$ cat src/rtl/seqdet_pkg.sv
// Shared constants and helpers for the programmable serial pattern detector.
package seqdet_pkg;

    localparam logic [7:0] SEQ_DEFAULT_PAT = 8'b0001_0010;
    localparam int         SEQ_DEFAULT_LEN = 5;
    localparam bit         SEQ_DEFAULT_OVL = 1'b1;

    // Width of the compare datapath; bounds the largest supported MAX_LEN.
    localparam int MASK_W = 64;

    function automatic int calc_len_w(input int max_len);
        return $clog2(max_len + 1);
    endfunction

    function automatic logic [MASK_W-1:0] low_mask(input int n);
        logic [MASK_W-1:0] m;
        m = '0;
        for (int i = 0; i < MASK_W; i++) begin
            if (i < n) m[i] = 1'b1;
        end
        return m;
    endfunction

endpackage

$ cat src/rtl/seqdet_history.sv
// Bit history shift register (newest bit at index 0) with a saturating fill count.
// Clear has priority over shift; both take effect at the rising edge.
module seqdet_history
    import seqdet_pkg::*;
#(
    parameter int MAX_LEN = 8,
    parameter int FILL_W  = 4
) (
    input  logic              clk,
    input  logic              reset,
    input  logic              shift,
    input  logic              clear,
    input  logic              din,
    output logic [MAX_LEN-2:0] hist,
    output logic [FILL_W-1:0]  fill
);

    logic [MAX_LEN-1:0] hist_ext;

    assign hist_ext = {hist, din};

    always_ff @(posedge clk or negedge reset) begin
        if (!reset) begin
            hist <= '0;
            fill <= '0;
        end else if (clear) begin
            hist <= '0;
            fill <= '0;
        end else if (shift) begin
            hist <= hist_ext[MAX_LEN-2:0];
            if (fill < FILL_W'(MAX_LEN - 1)) begin
                fill <= fill + FILL_W'(1);
            end
        end
    end

endmodule

$ cat src/rtl/seqdet_mealy_param.sv
// Runtime-programmable Mealy sequence detector with overlap control and saturating match counter.
// res is combinational in the cycle of the last pattern bit; match_count follows one edge later.
module seqdet_mealy_param
    import seqdet_pkg::*;
#(
    parameter int                  MAX_LEN     = 8,
    parameter int                  CNT_W       = 8,
    parameter logic [MAX_LEN-1:0]  DEFAULT_PAT = MAX_LEN'(SEQ_DEFAULT_PAT),
    parameter int                  DEFAULT_LEN = SEQ_DEFAULT_LEN,
    parameter bit                  DEFAULT_OVL = SEQ_DEFAULT_OVL,
    localparam int                 LEN_W       = calc_len_w(MAX_LEN)
) (
    input  logic               clk,
    input  logic               reset,
    input  logic               data,
    input  logic               data_valid,
    input  logic               cfg_load,
    input  logic [MAX_LEN-1:0] pattern,
    input  logic [LEN_W-1:0]   pat_len,
    input  logic               overlap,
    output logic               res,
    output logic [CNT_W-1:0]   match_count,
    output logic               cfg_err
);

    logic [MAX_LEN-1:0] cfg_pat;
    logic [LEN_W-1:0]   cfg_len;
    logic               cfg_ovl;

    logic [MAX_LEN-2:0] hist;
    logic [LEN_W-1:0]   fill;

    logic [MASK_W-1:0]  mask;
    logic [MASK_W-1:0]  window_ext;
    logic [MASK_W-1:0]  pat_ext;
    logic               fill_ok;
    logic               pat_hit;
    logic               accept;
    logic               hist_clear;

    always_ff @(posedge clk or negedge reset) begin
        if (!reset) begin
            cfg_pat <= DEFAULT_PAT;
            cfg_len <= LEN_W'(DEFAULT_LEN);
            cfg_ovl <= DEFAULT_OVL;
            cfg_err <= 1'b0;
        end else if (cfg_load) begin
            cfg_pat <= pattern;
            cfg_len <= pat_len;
            cfg_ovl <= overlap;
            cfg_err <= (pat_len == '0) || (pat_len > LEN_W'(MAX_LEN));
        end
    end

    // Only the low cfg_len bits of the incoming window take part in the compare.
    assign mask       = low_mask(int'(cfg_len));
    assign window_ext = MASK_W'({hist, data});
    assign pat_ext    = MASK_W'(cfg_pat);
    assign pat_hit    = (window_ext & mask) == (pat_ext & mask);

    // cfg_len - 1 may wrap when cfg_len is 0, but cfg_err masks that case.
    assign fill_ok    = fill >= (cfg_len - LEN_W'(1));

    assign res        = data_valid & ~cfg_err & ~cfg_load & fill_ok & pat_hit;
    assign accept     = data_valid & ~cfg_load;
    assign hist_clear = cfg_load | (res & ~cfg_ovl);

    seqdet_history #(
        .MAX_LEN (MAX_LEN),
        .FILL_W  (LEN_W)
    ) u_history (
        .clk   (clk),
        .reset (reset),
        .shift (accept),
        .clear (hist_clear),
        .din   (data),
        .hist  (hist),
        .fill  (fill)
    );

    always_ff @(posedge clk or negedge reset) begin
        if (!reset) begin
            match_count <= '0;
        end else if (cfg_load) begin
            match_count <= '0;
        end else if (res && (match_count != '1)) begin
            match_count <= match_count + CNT_W'(1);
        end
    end

endmodule

$ cat config.mk
export PLATFORM = sky130hd
export DESIGN_NAME = seqdet_mealy_param
export DESIGN_NICKNAME = d
export VERILOG_FILES = /design/src/rtl/seqdet_pkg.sv /design/src/rtl/seqdet_history.sv /design/src/rtl/seqdet_mealy_param.sv
export SDC_FILE = /design/constraint.sdc
export NUM_CORES = 1
export LEC_CHECK = 0
export CORE_MARGIN = 2
export CORE_UTILIZATION = 30
export CTS_BUF_LIST = sky130_fd_sc_hd__clkbuf_4
export DETAILED_ROUTE_END_ITERATION = 7
export PLACE_DENSITY_LB_ADDON = 0.3
export SETUP_SLACK_MARGIN = 0.4
export SLEW_MARGIN = 20
export SYNTH_ARGS = -nofsm -noshare
export SYNTH_HDL_FRONTEND = slang
export SYNTH_SLANG_ARGS = --single-unit
$ cat constraint.sdc
create_clock -name clk -period 3.7 [get_ports clk]
set_input_delay 0.74 -clock clk [delete_from_list [all_inputs] [get_ports clk]]
set_output_delay 0.74 -clock clk [all_outputs]
set_load 0.01 [all_outputs]
==> flow_summary.ini, run 1 <==
[critical_path]
critical_path_required_ns = 2.96
cp-end-kind = output port
cp.arrival_ns = 2.43
startpoint_type = flip-flop
critPathMaxFanout = 4
r2r_cells = 10
critPathKind = flip-flop to output port

[logic_synthesis]
synth_fp_nets = 195
syn_area_per_cell_sq_um = 10.7
synth.area.top_cells = dfrtp_1, mux2_2, dfstp_2
yosys_warnings = 0
synthesis.area_sq_mm = 0.00180
syn_inst = 168
synth.cells.most_frequent = dfrtp_1, nor3_1, a21oi_1, mux2_2, xnor2_1
synth_area_leader_cell = dfrtp_1
synth-compound-area-share_pct = 11.0
ys_types = 40
synth_top_family_by_area = simple AND/OR/NAND/NOR gates
ys.flop_type = dfrtp_1
synth_mux_area_share_pct = 12.0
yosysMostFrequentCell = dfrtp_1
synthXorXnorAreaFrac_pct = 5.85
yosys.area_share.adder_pct = 6.27
synth_edf_count = 0
synthSimpleGateAreaFrac_pct = 13.8
synth_top_area_share_pct = 39.0
ys_ff_latch = 33
synth-seq-area-share_pct = 46.3
async_reset_ff_share_pct = 100

[sta]
hold_viol = 0
slew_headroom_pct = 71.6
fin_ws_ns = 0.533
finalSetupViolCount = 0
min_period_ns = 3.17
clock.fmax_mhz = 316
finalCritPeriodShare_pct = 85.6
worstMarginPinSlew_ns = 0.426
fin_worst_skew_ns = 0.00779
grt_setup_unrepaired = false
fin_setup_tns_ns = 0
final_max_slew_viol_count = 0

[pwr]
vdd_drop_max_mv = 0.169
power.share.clock_pct = 25.0
swShare_pct = 26.5
pwr-share-comb_pct = 18.6
seqPwrFrac_pct = 56.4
p_int_uw = 523
p_sw_uw = 189
powerDensity_mw_per_mm2 = 321
p_leak_nw = 0.936

[cts]
cts_made_buffers = 5
clk_latency_ns = 0.32
cts_hold_buf = 0
cts_buffer_depth = 2
cts.reportedPaths.clkPinSlew_ns = 0.10
clkSinkCount = 33
tritoncts = yes
clockRootBuffer = clkbuf_4
cts-htree-levels = 2

[floorplan]
ios = 28
rows = 28
start_util_pct = 30.7
dieArea_sq_mm = 0.00662
die_h_microns = 81.4
die_w_microns = 81.4
coreArea_sq_mm = 0.00585

[drt]
routed_via_density = 4.90
wl_per_cell_microns = 13.3
dr.pass1.iters = 4
wl_microns = 3630
drc_errors = 0
vias = 1343
routed-wl-met2_microns = 1560
dr.first_iter.drc_count = 28
highest_layer = met4
drtAntennaViolNets = 0
drt-met1-wl_microns = 1870
wl_met3_microns = 134

[layout]
layout-drive-gt1-share_pct = 19.1
syn_to_final_growth_pct = 23.6
fill_cells = 595
design_area_sq_mm = 0.00222
nNetsFinal = 227
diodes = 0

[status]
status = completed

[grt]
track_usage_pct = 12.2
grt_overflow = 0
grt_max_degree = 37
antenna_found_initial = 0
first_global_vias = 1257
grt_pass1_wl_microns = 6010

[worst_hold_path]
min_path_cells = 1
hp-class = flip-flop to flip-flop

[placement]
placed_area_sq_mm = 0.00215
pre_cts_slack_ns = 0.169
dp_hpwl_microns = 2540
place_congestion = 0.889
io_buffers = 27

[job]
maxCapViolCount = 0
==> state kept, by name, indices dropped and copies added (netlist names) <==
name            cells
u_history.fill      4
cfg_len             4
u_history.hist      7
cfg_err             1
cfg_pat             8
cfg_ovl             1
match_count         8
==> placed cells by master (no fill, tap or decap), drive strengths merged, types with 3 or more instances in the layout <==
cell type,instances
ha,9
nand2,6
or3,3
o21ai,5
a21oi,12
dfrtp,28
clkbuf,5
inv,9
buf,9
mux2i,8
nor3,14
nor2,10
o31ai,3
mux2,12
xnor2,10
clkdlybuf4s50,26
dfstp,5
nand3,4
==> per-stage QoR <==
stage / cells / hold WS (ns) / power [mW] / utilization [%]
after floorplan: 168 / 0.444 / 0.488 / -
after global placement: 265 / 0.521 / 0.532 / 36.7
after detailed placement: 265 / 0.529 / 0.534 / 36.7
after CTS: 274 / 0.551 / 0.726 / 38.1
after global routing: 274 / 0.562 / 0.760 / 38.0
final: 274 / 0.543 / 0.712 / 38.0
==> cells by family after synthesis <==
logic type / after synthesis
and+or+nand+nor: 45
DFF: 33
AOI/OAI and AO/OA: 30
muxes: 20
buffers and inverters: 19
xor gates and xnor gates: 12
adders and majority gates: 9
==> final cells by class <==
type	count	area, sq um	share of cell area, %
Multi-Input combinational cell	116	891	40.1
Sequential cell	33	832	37.5
Timing Repair Buffer	35	325	14.6
Tap cell	75	93.8	4.23
Clock buffer	5	37.5	1.69
Inverter	9	36.3	1.63
Clock inverter	1	5.00	0.225
==> repair_timing <==
action,CTS,global route
pin swaps,1,1
endpoints found under the hold margin,0,0
buffers inserted,3,0
resized for setup,6,2
setup endpoints to repair,1,1
==> power groups by stage <==
stage | logic [mW] | clock network (mW) | registers (mW)
2_1_floorplan | 0.0864 | 0 | 0.402
3_3_place_gp | 0.120 | 0 | 0.412
3_5_place_dp | 0.121 | 0 | 0.413
4_1_cts | 0.133 | 0.191 | 0.402
5_1_grt | 0.149 | 0.205 | 0.406
6_report | 0.132 | 0.178 | 0.402
==> worst max-delay path, cell delays in order, from the launching register on <==
cell,delay [ns]
dfstp_2,0.55
inv_2,0.06
ha_4,0.17
xnor2_1,0.12
ha_1,0.27
o21a_1,0.10
a21oi_1,0.06
or4b_4,0.57
inv_4,0.08
buf_2,0.12
==> final timing paths <==
| kind | from | end | slack, ns |
|---|---|---|---|
| setup reg to reg | cfg_len[0] | match_count[5] | 0.82 |
| hold / removal | cfg_pat[5] | cfg_pat[5] | 0.54 |
| max in group asynchronous | reset | cfg_ovl | 2.55 |
| hold reg to reg | cfg_pat[5] | cfg_pat[5] | 0.54 |
| min in group asynchronous | reset | cfg_pat[5] | 0.81 |
| setup / recovery | cfg_len[0] | res | 0.53 |
==> layer usage <==
metal	global-route usage, %	vias up
met5	0	-
met2	17.3	23
li1	-	663
met4	5.42	0
met1	17.3	651
met3	3.00	6
No activity file was read; power rests on OpenSTA's default activity.
==> inputs of run 2 (changes only) <==
- CORE_MARGIN: 2 -> 8
- PLACE_DENSITY: unset -> 0.47
- PLACE_DENSITY_LB_ADDON: 0.3 -> unset
==> run 2 against run 1 <==
  * Routed wire length rose by 11%
  * Sequential power barely moved
  * Utilization rose by 0.83 points
  * Highest routed layer unchanged
  * Die area rose by 32%
  * Clock skew rose by 0.0014 ns
  * Clock power rose by 49%
  * Global-route usage fell by 2.1 points
  * Worst setup slack got worse by 0.027 ns
  * Sequential share of layout area fell by 0.81 points
  * Via count rose by 3.0%
  * Design area rose by 2.2%
==> flow_summary.ini, run 2 (synthesis gave the netlist of run 1 again) <==
[floorplan]
die_w_microns = 93.4
start_util_pct = 30.7
ios = 28
dieArea_sq_mm = 0.00872
coreArea_sq_mm = 0.00585
die_h_microns = 93.4
rows = 28

[critical_path]
critical_path_required_ns = 2.96
path_delay_family = flip-flops
startpoint_type = flip-flop
r2r_slack_ns = 0.81
critPathKind = flip-flop to output port
cp_cell_sequence = inv_2 -> ha_4 -> xnor2_1 -> ha_2 -> o21a_1 -> a21oi_1 -> or4b_4 -> inv_4 -> buf_4
cp.arrival_ns = 2.45
max_stage_delay_ns = 0.55
critPathMaxFanout = 4
critPathBufInv = 3
cp-end-kind = output port
cpMaxStageDelayCell = dfstp_2

[grt]
grt_overflow = 0
grt_pass1_wl_microns = 7030
track_usage_pct = 10.1
first_global_vias = 1495
grt_max_degree = 37
antenna_found_initial = 0

[layout]
layout-drive-gt1-share_pct = 20.3
syn_to_final_growth_pct = 26.3
top_regs = cfg_pat: 8 flops, match_count: 8 flops, u_history.hist: 7 flops
diodes = 0
layout_commonest_cell = dfrtp_1
multi_input_area_sq_um = 893
design_area_sq_mm = 0.00227
fill_cells = 588
final_cell_mix = dfrtp_1, clkdlybuf4s50_1, nor3_1
seqCellArea_sq_um = 832
nNetsFinal = 228

[status]
status = completed

[pwr]
p_leak_nw = 0.951
swShare_pct = 25.5
power.share.clock_pct = 33.2
seqPwrFrac_pct = 50.2
pwr-share-comb_pct = 16.6
powerDensity_mw_per_mm2 = 353
p_sw_uw = 205
vdd_drop_max_mv = 0.118
finalPower_uw = 802
p_int_uw = 597

[cts]
cts_made_buffers = 5
clk_latency_ns = 0.33
cts.reportedPaths.clkPinSlew_ns = 0.11
clkSinkCount = 33
cts-htree-levels = 2
cts_buffer_depth = 2
tritoncts = yes
clockRootBuffer = clkbuf_4
cts_hold_buf = 0

[sta]
fin_ws_ns = 0.506
holdWs_ns = 0.543
worstMarginPinSlew_ns = 0.423
grt_setup_unrepaired = false
finalCritPeriodShare_pct = 86.3
clock.fmax_mhz = 313
min_period_ns = 3.19
finalSetupViolCount = 0
fin_worst_skew_ns = 0.00919
fin_setup_tns_ns = 0
slew_headroom_pct = 71.8
hold_viol = 0
final_max_slew_viol_count = 0

[drt]
routed_via_density = 4.99
dr.pass1.iters = 4
vias = 1383
drtAntennaViolNets = 0
wl_per_cell_microns = 14.6
drc_errors = 0
wl_microns = 4030
dr.first_iter.drc_count = 56

[placement]
place_congestion = 0.792
dp_hpwl_microns = 2920
placed_area_sq_mm = 0.00215
io_buffers = 27
pre_cts_slack_ns = 0.154

[worst_hold_path]
hp-class = flip-flop to flip-flop

[job]
maxCapViolCount = 0
==> run 2: cell count changes in the layout (fill, tap and decap cells not counted) <==
cell | previous run | this run
clkinv_1 | 0 | 1
ha_1 | 8 | 7
clkinv_2 | 1 | 0
ha_2 | 0 | 1
buf_2 | 1 | 0
clkinvlp_4 | 0 | 1
bufinv_16 | 0 | 1
buf_4 | 8 | 10
==> run 2: power groups by stage <==
stage | Sequential (mW) | Combinational, mW | Clock (mW)
global route | 0.407 | 0.149 | 0.298
global placement | 0.413 | 0.120 | 0
finish | 0.402 | 0.133 | 0.266
CTS | 0.403 | 0.134 | 0.278
floorplan | 0.402 | 0.0864 | 0
detailed placement | 0.413 | 0.122 | 0
==> run 2: final timing paths <==
check / startpoint / endpoint / cells after the start
min in group asynchronous: reset / u_history.hist[3] / 2
max in group asynchronous: reset / cfg_len[0] / 2
max: cfg_len[0] / res / 9
max reg2reg: cfg_len[0] / match_count[5] / 10
min reg2reg: cfg_pat[0] / cfg_pat[0] / 1
min: cfg_pat[0] / cfg_pat[0] / 1
==> run 2: final cells by class <==
cell class                      instances  area share (%)
Multi-Input combinational cell        116            39.4
Sequential cell                        33            36.7
Timing Repair Buffer                   36            14.8
Tap cell                               75            4.13
Clock inverter                          3            1.82
Clock buffer                            5            1.65
Inverter                                9            1.60
==> run 2: layer usage <==
metal	wire length (microns)	GRT usage, %	vias up
li1	-	-	669
met1	1850	12.2	665
met2	1900	15.6	36
met3	160	2.88	13
met4	124	5.64	0
met5	0	0	-
==> run 2: metrics by stage <==
step                      util (%)  cells
after floorplan                  -    168
after global placement        36.7    265
after detailed placement      36.7    265
after CTS                     38.6    276
after global routing          38.8    277
final                         38.8    277
==> run 2: repair_timing <==
item	in CTS	in global routing
endpoints found under the setup margin	1	1
pin swaps	0	1
resized for setup	7	3
setup buffers	3	1
hold endpoints to repair	0	0
==> inputs of run 3 (changes only) <==
- ABC_CLOCK_PERIOD_IN_PS: unset -> 3700
==> results of run 3 <==
The final DEF is identical to that of run 2; final timing and power are the same.
